### src/rtl/pipes.sv
// Shared types for the core pipeline: sequencing-controller state and the
// per-register enable/clear bundle driven to every *_reg instance.
package pipes;

    localparam int unsigned STALL_CNT_W = 32;

    typedef enum logic {CTRL_RUN, CTRL_DROP} ctrl_state_t;

    typedef struct packed {
        logic enF;
        logic enD;
        logic enE;
        logic enM;
        logic enW;
        logic clrD;
        logic clrE;
        logic clrM;
        logic clrW;
    } pipe_ctl_t;

    localparam pipe_ctl_t CTL_FLOW = '{enF: 1'b1, enD: 1'b1, enE: 1'b1, enM: 1'b1, enW: 1'b1,
                                       clrD: 1'b0, clrE: 1'b0, clrM: 1'b0, clrW: 1'b0};
    localparam pipe_ctl_t CTL_RESET = '{enF: 1'b1, enD: 1'b1, enE: 1'b1, enM: 1'b1, enW: 1'b1,
                                        clrD: 1'b1, clrE: 1'b1, clrM: 1'b1, clrW: 1'b1};
    localparam pipe_ctl_t CTL_HOLD = '{enF: 1'b0, enD: 1'b0, enE: 1'b0, enM: 1'b0, enW: 1'b0,
                                       clrD: 1'b0, clrE: 1'b0, clrM: 1'b0, clrW: 1'b0};

endpackage

### src/rtl/sat_counter.sv
// 32-bit counter that increments on inc and sticks at all-ones; sync reset
// loads RST_VAL.
module sat_counter #(
    parameter logic [31:0] RST_VAL = 32'd0
) (
    input  logic        clk,
    input  logic        rst,
    input  logic        inc,
    output logic [31:0] count
);

    always_ff @(posedge clk) begin
        if (rst) begin
            count <= RST_VAL;
        end else if (inc && (count != 32'hFFFF_FFFF)) begin
            count <= count + 32'd1;
        end
    end

endmodule

### src/rtl/pipe_ctrl.sv
// Pipeline sequencing controller: resolves stall/redirect priority into
// enable/clear pairs for the pipeline registers and tracks stale fetches.
module pipe_ctrl (
    input  logic        clk,
    input  logic        rst,
    input  logic        ibus_busy,
    input  logic        ibus_done,
    input  logic        dbus_busy,
    input  logic        mdu_busy,
    input  logic        load_use,
    input  logic        redirect,
    output logic        en_f,
    output logic        en_d,
    output logic        en_e,
    output logic        en_m,
    output logic        en_w,
    output logic        clr_d,
    output logic        clr_e,
    output logic        clr_m,
    output logic        clr_w,
    output logic        redirect_go,
    output logic        fetch_drop,
    output logic [31:0] stall_cycles
);
    import pipes::*;

    ctrl_state_t state;
    ctrl_state_t stateNext;
    logic        pend;
    logic        pendNext;
    pipe_ctl_t   ctl;
    logic        redirectGo;
    logic        fetchDrop;
    logic        memStall;
    logic        exeStall;
    logic        fetchStall;
    logic        redirAct;

    assign memStall   = dbus_busy;
    assign exeStall   = mdu_busy;
    assign fetchStall = ibus_busy & ~ibus_done;
    // A redirect (live or deferred) can only steer the PC once the back end moves.
    assign redirAct   = (redirect | pend) & ~memStall & ~exeStall;

    always_ff @(posedge clk) begin
        if (rst) begin
            state <= CTRL_RUN;
            pend  <= 1'b0;
        end else begin
            state <= stateNext;
            pend  <= pendNext;
        end
    end

    always_comb begin
        stateNext = state;
        pendNext  = pend;
        if (redirAct) begin
            pendNext = 1'b0;
        end else if (redirect) begin
            pendNext = 1'b1;
        end
        case (state)
            CTRL_RUN:  if (redirAct && fetchStall) stateNext = CTRL_DROP;
            CTRL_DROP: if (!redirAct && ibus_done) stateNext = CTRL_RUN;
        endcase
    end

    always_comb begin
        ctl        = CTL_FLOW;
        redirectGo = 1'b0;
        fetchDrop  = 1'b0;
        if (rst) begin
            ctl = CTL_RESET;
        end else begin
            fetchDrop = (state == CTRL_DROP) & ibus_done;
            if (memStall) begin
                ctl = CTL_HOLD;
            end else if (exeStall) begin
                ctl.enF  = 1'b0;
                ctl.enD  = 1'b0;
                ctl.enE  = 1'b0;
                ctl.clrM = 1'b1;
            end else if (redirAct) begin
                // Squashes IF/ID and ID/EX, so any load_use bubble is moot.
                redirectGo = 1'b1;
                ctl.clrD   = 1'b1;
                ctl.clrE   = 1'b1;
            end else if (load_use) begin
                ctl.enF  = 1'b0;
                ctl.enD  = 1'b0;
                ctl.clrE = 1'b1;
            end else if (fetchStall || (state == CTRL_DROP)) begin
                ctl.enF  = 1'b0;
                ctl.clrD = 1'b1;
            end
        end
    end

    assign en_f        = ctl.enF;
    assign en_d        = ctl.enD;
    assign en_e        = ctl.enE;
    assign en_m        = ctl.enM;
    assign en_w        = ctl.enW;
    assign clr_d       = ctl.clrD;
    assign clr_e       = ctl.clrE;
    assign clr_m       = ctl.clrM;
    assign clr_w       = ctl.clrW;
    assign redirect_go = redirectGo;
    assign fetch_drop  = fetchDrop;

    sat_counter uStallCnt (
        .clk   (clk),
        .rst   (rst),
        .inc   (~ctl.enF & ~rst),
        .count (stall_cycles)
    );

endmodule

### config.mk
export PLATFORM = sky130hd
export DESIGN_NAME = pipe_ctrl
export DESIGN_NICKNAME = d
export VERILOG_FILES = /design/src/rtl/pipes.sv /design/src/rtl/sat_counter.sv /design/src/rtl/pipe_ctrl.sv
export SDC_FILE = /design/constraint.sdc
export NUM_CORES = 1
export LEC_CHECK = 0
export ABC_CLOCK_PERIOD_IN_PS = 8300
export BUFFER_PORTS_ARGS = -buffer_cell sky130_fd_sc_hd__buf_2
export CAP_MARGIN = 10
export CORE_MARGIN = 5
export CORE_UTILIZATION = 55
export DETAILED_ROUTE_END_ITERATION = 8
export PLACE_DENSITY = 0.82
export SLEW_MARGIN = 20
export SYNTH_ARGS = -nofsm -noshare
export SYNTH_HDL_FRONTEND = slang
export SYNTH_SLANG_ARGS = --single-unit
### constraint.sdc
create_clock -name clk -period 8.3 [get_ports clk]
set_clock_uncertainty 0.05 [all_clocks]
set_input_delay 2.49 -clock clk [delete_from_list [all_inputs] [get_ports clk]]
set_output_delay 2.49 -clock clk [all_outputs]
set_load 0.01 [all_outputs]
==> results.toml <==
[outcome]
outcome = "finished, final reports clean"

[yosys]
synthesis.area_mm2 = 0.002011
ys_types = 45
ys_seq_area_frac = 0.3385
yosysTopAreaCell = "dfxtp_1"
synth_warnings = 0
syn_inst = 225
syn_avg_cell_area_um2 = 8.936
syn-num-nets = 234
synth_area_leaders = "dfxtp_1 (34%), a21oi_1 (4.5%), o41ai_1 (4.4%), or4_1 (4.1%), nand2_1 (3.5%)"
netlist.area_leader.share = 0.3385
synth_flop_cell = "dfxtp_1"
synth_edf_count = 0
async_reset_ff_frac = 0
ys_seq_elements = 34

[timing]
setup_violations = 0
finalMaxSlewViolations = 0
holdWs_ns = 0.4399
hold_viol = 0
grt_setup_unrepaired = "false"
clock.fmax_ghz = 0.1548
finalCritPeriodShare = 0.7784
fin_setup_tns_ns = 0
worst_pin_slew_ns = 0.6426
period_needed_ns = 6.461
slew-limit-headroom = 0.5716

[clock_network]
cts_resized = 0
cts_buffers = 5
clk_path_buf_depth = 2
clkSinkCount = 34
clkTransAtPathRegs_ns = 0.07
clk_latency_ns = 0.29
cts_setup_buffers = 0
cts_hold_buf = 0
clockRootBuffer = "clkbuf_8"
cts_tree = "yes"
htree_levels = 2

[final_layout]
mostFrequentLayoutCells = "buf_2 (50), dfxtp_1 (34), nand2_1 (19)"
fill_cells = 320
ff_latch_area_um2 = 680.7
layout.nets = 279
multi_input_comb_area_mm2 = 0.001211
mostFrequentLayoutCell = "buf_2"
antenna_cells = 0
syn2layout_area_growth_pct = 15.56
drive_above_1_share = 0.3026

[route]
drt-wirelength-per-cell_um = 14.33
wirelength_mm = 4.572
antenna_left = 0
drc = 0
vias_per_cell = 5.978
vias = 1907
drt_iter0_markers = 215
dr.pass1.iters = 4

[worst_setup_path]
cp-end-kind = "output pin"
cp_slowest_cell = "buf_2"
worstPathRequired_ns = 5.76
crit_chain = "buf_2 > inv_1 > o21ai_0 > and2_1 > buf_2"
critical_path.max_fanout = 35
critPathKind = "input port to output pin"
cp_common_cell = "buf_2"
cp_data_arrival_time_ns = 3.92
max_stage_delay_ns = 0.50
cp-start-kind = "input port"

[floorplan]
fp.dieW_um = 70.47
start_util = 0.5576
die-area_mm2 = 0.004965
die_h_um = 70.47
core_area_mm2 = 0.003606
std_cell_rows = 22
top_level_ports = 51

[global_routing]
antenna_found_initial = 0
grt_overflow = 0
grt_usage = 0.1919
grt_pass1_wl_mm = 7.824
grt_pass1_vias = 1738
grt_max_degree = 36

[pwr]
p_leak_uw = 0.0009209
peakVddDrop_v = 0.00009060
p_per_area_mw_per_mm2 = 138.3

[hold_path]
hp-class = "flip-flop to flip-flop"

[place]
port_buffers = 50
gp_congestion = 0.7712
dpl.hpwl_mm = 3.238

[run]
drv.max_cap_violation_count = 0
area by class of cell:
type                            count  share of cell area
Tap cell                           48             0.02585
Multi-Input combinational cell    171              0.5213
Inverter                            8             0.01292
Clock buffer                        7             0.03716
Timing Repair Buffer               50              0.1077
Clock inverter                      1            0.002154
Sequential cell                    34              0.2929
flip-flops by register name (all words and copies together), names as in the netlist:
signal and cells:
state 1, pend 1, uStallCnt.count 32
cells by family after synthesis:
logic type,Yosys count,synth area share
flip-flops,34,0.3385
AO/OA/AOI/OAI,58,0.2041
AND/OR/NAND/NOR,106,0.3503
multiplexers,6,0.04107
buffers and inverters,20,0.05974
adder cells (fa/ha/maj),1,0.006222
report_power, final:
part           total (uW)  switching (uW)  leakage [uW]  internal [uW]
registers             168            2.31      0.000274            165
clock network         127            60.1     0.0000482           66.9
logic                26.7            16.6      0.000598           10.2
metrics by stage:
stage / power [uW] / instances / setup slack [ns] / util / cell area (um2)
finish: 321.3 / 319 / 1.839 / 0.6443 / 2323
global placement: 197.3 / 311 / 1.883 / 0.6187 / 2231
global route: 334.3 / 319 / 1.684 / 0.6443 / 2323
CTS: 323.4 / 319 / 1.840 / 0.6440 / 2322
detailed placement: 197.9 / 311 / 1.838 / 0.6187 / 2231
floorplan: 188.9 / 225 / 2.146 / - / 2011
synthesized netlist by cell type, types with 2 or more instances:
library cell	instances
dfxtp_1	34
nand2_1	19
a21oi_1	18
nor2_1	14
or4_1	11
o41ai_1	10
nand3_1	9
o31ai_1	9
inv_1	8
nor2b_1	7
nand4_1	6
o21ai_0	5
or3_1	5
and2_1	4
buf_4	4
clkbuf_1	4
mux2_4	4
o311ai_0	4
o311ai_1	4
and3_1	3
and4_4	3
nand4_4	3
nor3_1	3
nor3_2	3
nor4_1	3
or4b_1	3
and3_4	2
buf_2	2
mux2_2	2
nand4_2	2
o21a_1	2
o31a_1	2
critical path, delay by kind of cell:
kind / cells / cell delay (ns)
compound gates: 1 / 0.23
buf+inv: 3 / 1.02
simple gates: 1 / 0.17
worst paths after layout:
path / from / to / cells after the start / slack (ns)
setup reg to reg: uStallCnt.count[13] / uStallCnt.count[11] / 5 / 5.91
hold / removal: uStallCnt.count[25] / uStallCnt.count[25] / 2 / 0.44
setup / recovery: rst / clr_d / 5 / 1.84
hold reg to reg: uStallCnt.count[25] / uStallCnt.count[25] / 2 / 0.44
metal layers:
metal	track usage	share of wire
met5	0	0
met4	0.07021	0.012
met3	0.04892	0.047
met2	0.3212	0.49
met1	0.2353	0.45
No activity file was read; power rests on OpenSTA's default activity.
